===== src/rtl/load_resp_if.sv =====
// Request (LSQ side) and CDB broadcast signal bundle for the load/store response stage.
// With LOAD_RESP_RVFI_EN defined, also provides the RVFI record type used by load_resp.

`ifdef LOAD_RESP_RVFI_EN
package load_resp_rvfi_pkg;
    typedef struct packed {
        logic [63:0] order;
        logic [31:0] insn;
        logic [31:0] pc_rdata;
        logic [4:0]  rd_addr;
        logic [31:0] rd_wdata;
        logic [31:0] mem_addr;
        logic [3:0]  mem_rmask;
        logic [3:0]  mem_wmask;
        logic [31:0] mem_wdata;
        logic [31:0] dmem_rdata;
    } rvfi_data;
endpackage
`endif

interface load_resp_if #(
    parameter int ROB_IDX_W = 4,
    parameter int PREG_W    = 6
);
    logic                 req_valid;
    logic                 req_ready;
    logic                 req_is_load;
    logic [2:0]           req_funct3;
    logic [1:0]           req_addr_lo;
    logic [ROB_IDX_W-1:0] req_rob_idx;
    logic [PREG_W-1:0]    req_pd;
    logic [4:0]           req_rd;

    logic                 cdb_valid;
    logic                 cdb_ready;
    logic [31:0]          cdb_value;
    logic [ROB_IDX_W-1:0] cdb_rob_idx;
    logic [PREG_W-1:0]    cdb_pd;
    logic [4:0]           cdb_rd;

    // master: the LSQ / CDB arbiter side; slave: the response stage itself
    modport master (
        output req_valid, req_is_load, req_funct3, req_addr_lo, req_rob_idx, req_pd, req_rd,
        output cdb_ready,
        input  req_ready,
        input  cdb_valid, cdb_value, cdb_rob_idx, cdb_pd, cdb_rd
    );

    modport slave (
        input  req_valid, req_is_load, req_funct3, req_addr_lo, req_rob_idx, req_pd, req_rd,
        input  cdb_ready,
        output req_ready,
        output cdb_valid, cdb_value, cdb_rob_idx, cdb_pd, cdb_rd
    );
endinterface


===== src/rtl/load_resp.sv =====
// Load/store response stage: tracks one outstanding dmem access, formats load data, broadcasts on CDB.
// Optional RVFI tracing is enabled with the LOAD_RESP_RVFI_EN macro.

module load_resp #(
    parameter int ROB_IDX_W = 4,
    parameter int PREG_W    = 6
) (
    input  logic        clk,
    input  logic        rst,
    load_resp_if.slave  bus,
    input  logic        dmem_resp,
    input  logic [31:0] dmem_rdata,
    input  logic        flush,
    output logic        busy
`ifdef LOAD_RESP_RVFI_EN
    ,
    input  load_resp_rvfi_pkg::rvfi_data rvfi_in,
    output load_resp_rvfi_pkg::rvfi_data rvfi_out
`endif
);

    typedef enum logic [1:0] {
        IDLE  = 2'd0,
        WAIT  = 2'd1,
        BCAST = 2'd2,
        DRAIN = 2'd3
    } state_t;

    localparam logic [2:0] F3_B  = 3'b000;
    localparam logic [2:0] F3_H  = 3'b001;
    localparam logic [2:0] F3_W  = 3'b010;
    localparam logic [2:0] F3_BU = 3'b100;
    localparam logic [2:0] F3_HU = 3'b101;

    state_t               state_reg, state_next;
    logic                 is_load_reg;
    logic [2:0]           funct3_reg;
    logic [1:0]           addr_lo_reg;
    logic [ROB_IDX_W-1:0] rob_idx_reg;
    logic [PREG_W-1:0]    pd_reg;
    logic [4:0]           rd_reg;
    logic [31:0]          value_reg, value_next;

    logic                 req_ready_int;
    logic                 accept;
    logic                 capture;

    logic [7:0]           lane_byte [4];
    logic [15:0]          lane_half [2];
    logic [7:0]           byte_sel;
    logic [15:0]          half_sel;

    // Byte and halfword lanes of the returning word, selected later by the latched address bits
    generate
        for (genvar gi = 0; gi < 4; gi++) begin : g_byte_lane
            assign lane_byte[gi] = dmem_rdata[8*gi +: 8];
        end
        for (genvar gi = 0; gi < 2; gi++) begin : g_half_lane
            assign lane_half[gi] = dmem_rdata[16*gi +: 16];
        end
    endgenerate

    assign byte_sel = lane_byte[addr_lo_reg];
    assign half_sel = lane_half[addr_lo_reg[1]];

    always_comb begin
        value_next = 32'd0;
        if (is_load_reg) begin
            case (funct3_reg)
                F3_B:    value_next = {{24{byte_sel[7]}}, byte_sel};
                F3_H:    value_next = {{16{half_sel[15]}}, half_sel};
                F3_W:    value_next = dmem_rdata;
                F3_BU:   value_next = {24'd0, byte_sel};
                F3_HU:   value_next = {16'd0, half_sel};
                default: value_next = 32'd0;
            endcase
        end
    end

    assign req_ready_int = (state_reg == IDLE) && !flush;
    assign accept        = bus.req_valid && req_ready_int;
    assign capture       = (state_reg == WAIT) && dmem_resp && !flush;

    always_comb begin
        state_next = state_reg;
        case (state_reg)
            IDLE: begin
                if (accept) begin
                    state_next = WAIT;
                end
            end
            WAIT: begin
                if (dmem_resp) begin
                    state_next = flush ? IDLE : BCAST;
                end else if (flush) begin
                    // The response is still coming; swallow it in DRAIN
                    state_next = DRAIN;
                end
            end
            BCAST: begin
                if (flush || bus.cdb_ready) begin
                    state_next = IDLE;
                end
            end
            DRAIN: begin
                if (dmem_resp) begin
                    state_next = IDLE;
                end
            end
            default: state_next = IDLE;
        endcase
    end

    always_ff @(posedge clk) begin
        if (rst) begin
            state_reg   <= IDLE;
            is_load_reg <= 1'b0;
            funct3_reg  <= 3'd0;
            addr_lo_reg <= 2'd0;
            rob_idx_reg <= '0;
            pd_reg      <= '0;
            rd_reg      <= 5'd0;
            value_reg   <= 32'd0;
        end else begin
            state_reg <= state_next;
            if (accept) begin
                is_load_reg <= bus.req_is_load;
                funct3_reg  <= bus.req_funct3;
                addr_lo_reg <= bus.req_addr_lo;
                rob_idx_reg <= bus.req_rob_idx;
                pd_reg      <= bus.req_pd;
                // Stores write no architectural register
                rd_reg      <= bus.req_is_load ? bus.req_rd : 5'd0;
            end
            if (capture) begin
                value_reg <= value_next;
            end
        end
    end

    assign bus.req_ready   = req_ready_int;
    assign bus.cdb_valid   = (state_reg == BCAST) && !flush;
    assign bus.cdb_value   = value_reg;
    assign bus.cdb_rob_idx = rob_idx_reg;
    assign bus.cdb_pd      = pd_reg;
    assign bus.cdb_rd      = rd_reg;
    assign busy            = (state_reg != IDLE);

`ifdef LOAD_RESP_RVFI_EN
    load_resp_rvfi_pkg::rvfi_data rvfi_reg;
    logic [31:0]                  raw_rdata_reg;

    always_ff @(posedge clk) begin
        if (rst) begin
            rvfi_reg      <= '0;
            raw_rdata_reg <= 32'd0;
        end else begin
            if (accept) begin
                rvfi_reg <= rvfi_in;
            end
            if (capture) begin
                raw_rdata_reg <= dmem_rdata;
            end
        end
    end

    always_comb begin
        rvfi_out = '0;
        if (bus.cdb_valid) begin
            rvfi_out            = rvfi_reg;
            rvfi_out.dmem_rdata = raw_rdata_reg;
            rvfi_out.rd_wdata   = value_reg;
        end
    end
`endif

endmodule


===== src/flat_wrapper.sv =====
// flat-port wrapper written by rule: the top's interface ports become plain ports
module load_resp_flat 
#(
    parameter int ROB_IDX_W = 4,
    parameter int PREG_W    = 6
)
  (clk, rst, dmem_resp, dmem_rdata, flush, busy, bus_req_valid, bus_req_is_load, bus_req_funct3, bus_req_addr_lo, bus_req_rob_idx, bus_req_pd, bus_req_rd, bus_cdb_ready, bus_req_ready, bus_cdb_valid, bus_cdb_value, bus_cdb_rob_idx, bus_cdb_pd, bus_cdb_rd);
  load_resp_if #(.ROB_IDX_W(ROB_IDX_W), .PREG_W(PREG_W)) bus_i ();
  input  logic clk;
  input  logic rst;
  input  logic dmem_resp;
  input  logic [31:0] dmem_rdata;
  input  logic flush;
  output logic busy;
  input wire logic [$bits(bus_i.req_valid)-1:0] bus_req_valid;
  input wire logic [$bits(bus_i.req_is_load)-1:0] bus_req_is_load;
  input wire logic [$bits(bus_i.req_funct3)-1:0] bus_req_funct3;
  input wire logic [$bits(bus_i.req_addr_lo)-1:0] bus_req_addr_lo;
  input wire logic [$bits(bus_i.req_rob_idx)-1:0] bus_req_rob_idx;
  input wire logic [$bits(bus_i.req_pd)-1:0] bus_req_pd;
  input wire logic [$bits(bus_i.req_rd)-1:0] bus_req_rd;
  input wire logic [$bits(bus_i.cdb_ready)-1:0] bus_cdb_ready;
  output wire logic [$bits(bus_i.req_ready)-1:0] bus_req_ready;
  output wire logic [$bits(bus_i.cdb_valid)-1:0] bus_cdb_valid;
  output wire logic [$bits(bus_i.cdb_value)-1:0] bus_cdb_value;
  output wire logic [$bits(bus_i.cdb_rob_idx)-1:0] bus_cdb_rob_idx;
  output wire logic [$bits(bus_i.cdb_pd)-1:0] bus_cdb_pd;
  output wire logic [$bits(bus_i.cdb_rd)-1:0] bus_cdb_rd;
  assign bus_i.req_valid = bus_req_valid;
  assign bus_i.req_is_load = bus_req_is_load;
  assign bus_i.req_funct3 = bus_req_funct3;
  assign bus_i.req_addr_lo = bus_req_addr_lo;
  assign bus_i.req_rob_idx = bus_req_rob_idx;
  assign bus_i.req_pd = bus_req_pd;
  assign bus_i.req_rd = bus_req_rd;
  assign bus_i.cdb_ready = bus_cdb_ready;
  assign bus_req_ready = bus_i.req_ready;
  assign bus_cdb_valid = bus_i.cdb_valid;
  assign bus_cdb_value = bus_i.cdb_value;
  assign bus_cdb_rob_idx = bus_i.cdb_rob_idx;
  assign bus_cdb_pd = bus_i.cdb_pd;
  assign bus_cdb_rd = bus_i.cdb_rd;
  load_resp #(.ROB_IDX_W(ROB_IDX_W), .PREG_W(PREG_W)) u_core (.clk(clk), .rst(rst), .bus(bus_i), .dmem_resp(dmem_resp), .dmem_rdata(dmem_rdata), .flush(flush), .busy(busy));
endmodule

===== config.mk =====
export PLATFORM = sky130hd
export DESIGN_NAME = load_resp_flat
export DESIGN_NICKNAME = d
export VERILOG_FILES = /design/src/rtl/load_resp_if.sv /design/src/rtl/load_resp.sv /design/src/flat_wrapper.sv
export SDC_FILE = /design/constraint.sdc
export NUM_CORES = 1
export LEC_CHECK = 0
export BUFFER_PORTS_ARGS = -buffer_cell sky130_fd_sc_hd__buf_2
export CAP_MARGIN = 0
export CORE_UTILIZATION = 44
export DETAILED_ROUTE_END_ITERATION = 8
export PLACE_DENSITY = 0.84
export SLEW_MARGIN = 25
export SYNTH_ARGS = -nofsm -noshare
export SYNTH_HDL_FRONTEND = slang
export SYNTH_SLANG_ARGS = --single-unit

===== constraint.sdc =====
create_clock -name clk -period 1.78 [get_ports clk]
set_input_delay 0.267 -clock clk [delete_from_list [all_inputs] [get_ports clk]]
set_output_delay 0.267 -clock clk [all_outputs]
set_load 0.005 [all_outputs]

=== Word-level counts from Yosys, hierarchy flattened ===
Index checks and enable logic that the tools add are counted.

* Shifts and indexed selects: 0
* $mul: 0
* Add/subtract/negate cells: 0
* Eq/ne operators: 11
* Bitwise operators: 2
* Reduce and logical (&&, ||, !) cells: 11
* Div/mod/pow operators: 0
* Mux-type cells: 16
* $lt $le $gt $ge: 2

{| class="wikitable"
|+ Operators by type and width
! operator !! number
|-
| 32-bit one-hot mux with 5 select lines || 1
|-
| 16-bit two-way mux || 3
|-
| 32-bit two-way mux || 1
|-
| 8-bit binary-select mux with 2-bit select || 1
|-
| 8-bit two-way mux || 2
|-
| 2-bit two-way mux || 6
|-
| 2-bit one-hot mux with 4 select lines || 1
|-
| 3-bit equality test, second input constant || 2
|-
| 1-bit logical AND || 5
|-
| 5-bit two-way mux || 1
|-
| 2-bit equality test, second input constant || 2
|-
| 2-bit by 1-bit inequality test with 1-bit output, second input constant || 2
|-
| 4-bit AND reduction || 1
|-
| 3-bit by 1-bit equality test with 1-bit output, second input constant || 1
|-
| 3-bit by 2-bit equality test with 1-bit output, second input constant || 1
|-
| 3-bit >= comparator, second input constant || 1
|-
| 3-bit logical NOT || 1
|-
| 3-bit inequality test, second input constant || 1
|-
| 2-bit inverter with 3-bit output || 1
|-
| 2-bit by 1-bit equality test with 1-bit output, second input constant || 1
|-
| 2-bit >= comparator, second input constant || 1
|-
| 2-bit logical NOT || 1
|-
| 2-bit inequality test, second input constant || 1
|-
| 1-bit inverter with 2-bit output || 1
|-
| 3 further kinds || 3
|}

* Bits of input ports: 59
* Memory bits (read-only): 0
* Output and inout port bits: 50
* Flip-flop bits (word level): 55
* Memory bits (writable): 0
* Latch bits: 0
* Word-level logic and storage cells: 50
* Memories: 0

=== Longest topological paths before layout ===
* Depth after elaboration: 6
* Depth in mapped cells: 6

=== Worst setup path after synthesis ===
Ideal clock, no wire load.

* Path kind: register to register
* From: register u_core.addr_lo_reg[0]
* To: register u_core.value_reg[10] (netlist: u_core.bus.cdb_value[10])
* Stages on the path, launching flop included: 6
* Required time: 1663 ps
* Arrival time: 1565 ps
* Setup time: 117 ps
* Buffers on the path: 1
* Clock period less this slack: 1682 ps
* Slack: 98 ps
* Cell sequence: dfxtp_1 > buf_2 > mux2_2 > a32oi_1 > o211ai_1 > a22o_1

* Longest elaborated chain between the ends: 6

{| class="wikitable"
|+ RTL lines
! element !! line !! RTL
|-
| start: declaration || load_resp.sv:38 || <nowiki>logic [1:0] addr_lo_reg;</nowiki>
|-
| start signal: assignment || load_resp.sv:129 || <nowiki>addr_lo_reg <= bus.req_addr_lo;</nowiki>
|-
| 2-bit inverter with 3-bit output (not written as such) || load_resp.sv:63 || <nowiki>assign byte_sel = lane_byte[addr_lo_reg];</nowiki>
|-
| 8-bit binary-select mux with 2-bit select || load_resp.sv:63 ||
|-
| 8-bit two-way mux (not written as such) (2 in a row) || load_resp.sv:63 ||
|-
| 32-bit one-hot mux with 5 select lines || load_resp.sv:69 || <nowiki>case (funct3_reg)</nowiki>
|-
| 32-bit two-way mux || load_resp.sv:68 || <nowiki>if (is_load_reg) begin</nowiki>
|-
| end signal: assignment || load_resp.sv:136 || <nowiki>value_reg <= value_next;</nowiki>
|-
| end: declaration || load_resp.sv:42 || <nowiki>logic [31:0] value_reg, value_next;</nowiki>
|}

No other way between the ends. The select of a mux whose other input is x is not followed.
A chain may end at the register's enable or synchronous reset.

=== Worst setup path after layout ===
* From: register u_core.funct3_reg[0]
* To: register u_core.value_reg[3] (netlist: u_core.bus.cdb_value[3])

* Longest elaborated chain between the ends: 3
* Elaborated cells between the ends (all ways): 7
* Classes of those cells: 4 x eq/ne; 2 x mux; 1 x reduce/logical

{| class="wikitable"
|+ RTL lines
! element !! line !! RTL
|-
| start: declaration || load_resp.sv:37 || <nowiki>logic [2:0] funct3_reg;</nowiki>
|-
| start signal: assignment || load_resp.sv:128 || <nowiki>funct3_reg <= bus.req_funct3;</nowiki>
|-
| 3-bit equality test, or another cell as far along || load_resp.sv:69 ||
|-
| 32-bit one-hot mux with 5 select lines (*) || load_resp.sv:69 ||
|-
| 32-bit two-way mux (*) || load_resp.sv:68 ||
|}

Every way passes the cells marked *; elsewhere a longest branch is shown, timed or not.

==> metrics.md <==
| Metric | Value |
|---|---|
| Status | completed |
| R2R depth | 4 |
| Slew Viols, Final | 0 |
| Initial antenna violation count | 0 |
| Max frequency | between 600 and 700 MHz |
| Placed cell count | ~490 |
| Crit-path max FO | 10 |
| PD cells | between 700 and 800 nW/um^2 |
| First-pass GRT wire length | 12200 um |
| Sink Count | 55 |
| I/O Buffers | 108 |
| DRT iter0 DRCs | 117 |
| Hold endpoint | u_core.bus.cdb_value[6] |
| Crit-path cells | nand2b_1 -> mux2_2 -> a32oi_1 -> o21ai_0 |
| Leak | about 1.4 nW |
| Die H | ~80 um |
| Die X | slightly above 80 um |
| Worst Tran Pin Value | 0.565 ns |
| Worst reg2reg path startpoint | u_core.funct3_reg[0] |
| Post-synth cell types | 41 |
| Hold path start | dmem_rdata[6] |
| Worst path buffer plus inverter count | 0 |
| GR Layer Usage met2 | 0.396 |
| Row count | 28 |
| Min Tclk post-route | between 1.5 and 2 ns |
| Dpl ws | roughly 0.074 ns |
| Mapped Cells | 314 |
| Fin worst setup slack | 0.119 ns |
| Post-synth top flop | dfxtp_1 |
| Yosys warns | 0 |
| Layout cells sized above 1 | 0.388 |
| Unrepaired setup endpoints after global routing | false |
| Worst path max stage delay | ~0.43 ns |
| Synthesis-to-finish area growth | 29.3% |
| Fin crit share | 0.933 |
| Vias in the first global route | 2588 |
| Endpoint of the worst register-to-register path | u_core.bus.cdb_value[3] |
| Busiest layer in global routing | met2 |
| All-Layer GR Usage | 0.239 |
| Number of flip-flops in the largest register | 32 |
| Worst path top cell family by delay | flip-flops |
| Initial DRT Pass Iterations | 4 |
| CTS clock-pin slew for the worst setup and hold paths | 0.09 ns |
| M3 GR Usage | 0.0517 |
| Synthesis-stage register bit count | 55 |
| Syn_nets | around 370 |
| Worst-skew pair later-pin latency | ~0.31 ns |
| Syn avg cell area | 8.74 um^2 |
| Starting density of the core | 0.461 |
| N_diodes | 0 |
| Post-synth EDFFs | 0 |
| Drt drc | 0 |
| Top post-synthesis cells by area | dfxtp_1 (40%), nand2_1 (9.0%), a221oi_2 (5.5%), a22oi_1 (5.2%), a21oi_1 (4.2%) |
| Via density | roughly 5.8 |
| Die Footprint | between 6000 and 7000 um^2 |
| Routed WL | around 7700 um |
| Number of hold violations in the final report | 0 |
| CP max-delay cell | dfxtp_1 |
| Final GP Congestion | 0.943 |
| Clock Path Buffers | 2 |
| Max VDD drop | roughly 0.43 mV |
| Slew HR | 0.623 |
| Total Neg Setup Slack | 0 ns |
| WL per Instance | between 15 and 20 um |
| Root Driver | clkbuf_8 |
| R2R Setup Slk | about 0.12 ns |
| Largest net degree at the start of global routing | 27 |
| Nets | about 480 |
| Kind of end point of the critical path | flip-flop |
| Antenna viol nets, final | 0 |
| I/O Pins | about 110 |
| Setup CP Type | reg -> reg |
| Sequential area share after synthesis | 0.401 |
| Postcts setup bufs | 0 |
| Hold path cells | 2 |
| Synthesized area | about 2700 um^2 |
| Hold Path Class | in -> reg |
| Max-Cap Viols | 0 |
| Worst clock skew | 0.00670 ns |
| Critical Path RT | 1.96 ns |
| Post-synth top area share | 0.401 |
| Crit start category | flip-flop |
| Synth area leader | dfxtp_1 |
| Via count | between 2000 and 3000 |
| CTS tree | done |
| Global route overflow | 0 |
| Met1 GRT Util | 0.302 |
| Arr. time, crit path | 1.84 ns |
| Hpwl dp | 5790 um |
| Final setup viols | 0 |
| Async S/R FF share, synth | 0 |
| H-tree levels | 2 |
| CTS Buf Count | 5 |
| Core region area | 5960 um^2 |
| Final Instance Count excl. Fillers | ~500 |
==> final cells by class <==
cell class	count	area, um^2
clock buffer	6	72.6
tap	75	93.8
timing repair buffer	127	696
clock inverter	2	60.1
sequential	55	1100
fill	546	2410
multi-input combinational	229	1520
inverter	1	3.75
==> worst max-delay path by stage <==
stage | slack, ns | endpoint | startpoint | cells after the start
after global routing | 0.04 | u_core.bus.cdb_value[16] | u_core.funct3_reg[0] | 5
after floorplan | 0.1 | u_core.bus.cdb_value[10] | u_core.addr_lo_reg[0] | 5
after detailed placement | 0.07 | u_core.bus.cdb_value[0] | u_core.addr_lo_reg[0] | 4
after CTS | 0.02 | u_core.bus.cdb_value[3] | u_core.state_reg[1] | 4
after global placement | 0.16 | u_core.bus.cdb_value[6] | flush | 4
final | 0.12 | u_core.bus.cdb_value[3] | u_core.funct3_reg[0] | 4
==> metal layers <==
metal / up-vias / wire [um]
met5: - / 0
li1: 1383 / -
met2: 123 / 3670
met1: 1337 / 3330
met3: 18 / 539
met4: 0 / 186
==> logic make-up (layout without fill, tap and decap cells) <==
logic type             count (synthesis)  after routing  share of synthesized area
and+or+nand+nor                      112            112                      0.192
AOI/OAI and AO/OA                    100            100                      0.295
DFF                                   55             55                      0.401
buffers and inverters                 30            136                     0.0465
muxes                                 17             17                     0.0652
==> cells in the final DEF (no fill, tap or decap), types with 2 or more instances in the layout <==
cell type	count
o21ai_0	3
nor2_1	5
and2_1	2
buf_2	108
a21oi_1	23
nor2b_1	2
nand2b_1	3
a221o_1	2
a22o_1	9
o31ai_1	2
mux2i_1	10
a31o_2	3
dfxtp_2	2
nand2_1	66
buf_4	18
a221oi_1	9
bufinv_16	2
clkbuf_8	5
or2_2	2
a31oi_1	2
a22oi_1	19
a21boi_0	3
dfxtp_1	53
a32oi_1	3
mux2_2	7
a221oi_2	10
o211ai_1	8
nand3b_1	5
nor3_1	2
nand3_1	17
==> synthesized netlist by cell type, drive strengths merged (2+ instances only) <==
| master | number |
|---|---|
| nand2 | 66 |
| dfxtp | 55 |
| a21oi | 23 |
| clkbuf | 21 |
| a221oi | 19 |
| a22oi | 19 |
| nand3 | 17 |
| mux2i | 10 |
| a22o | 9 |
| buf | 8 |
| o211ai | 8 |
| mux2 | 7 |
| nor2 | 6 |
| nand3b | 5 |
| a21boi | 3 |
| a31o | 3 |
| a32oi | 3 |
| nand2b | 3 |
| o21ai | 3 |
| a221o | 2 |
| a31oi | 2 |
| and2 | 2 |
| nor2b | 2 |
| nor3 | 2 |
| nor3b | 2 |
| o31ai | 2 |
| or2 | 2 |
==> repair_timing <==
action	in CTS	in global routing
setup endpoints to repair	0	14
hold endpoints to repair	0	0
hold buffers	0	0
resized for setup	0	3
==> stage by stage <==
step | hold WS, ns | util | area, um^2 | total power (W)
after CTS | 0.169 | 0.595 | 3540 | 0.00268
after floorplan | 0.403 | - | 2750 | 0.00153
after global placement | 0.435 | 0.573 | 3410 | 0.00171
after detailed placement | 0.444 | 0.573 | 3410 | 0.00172
after global routing | 0.171 | 0.596 | 3550 | 0.00277
final | 0.174 | 0.596 | 3550 | 0.00266
==> report_power, final <==
part | leakage [nW] | total, W | switching, W | internal, W
logic | 0.920 | 0.000419 | 0.000235 | 0.000184
clock network | 0.0654 | 0.000962 | 0.000400 | 0.000562
registers | 0.446 | 0.00128 | 0.0000222 | 0.00125
(Power assumes the default switching activity.)
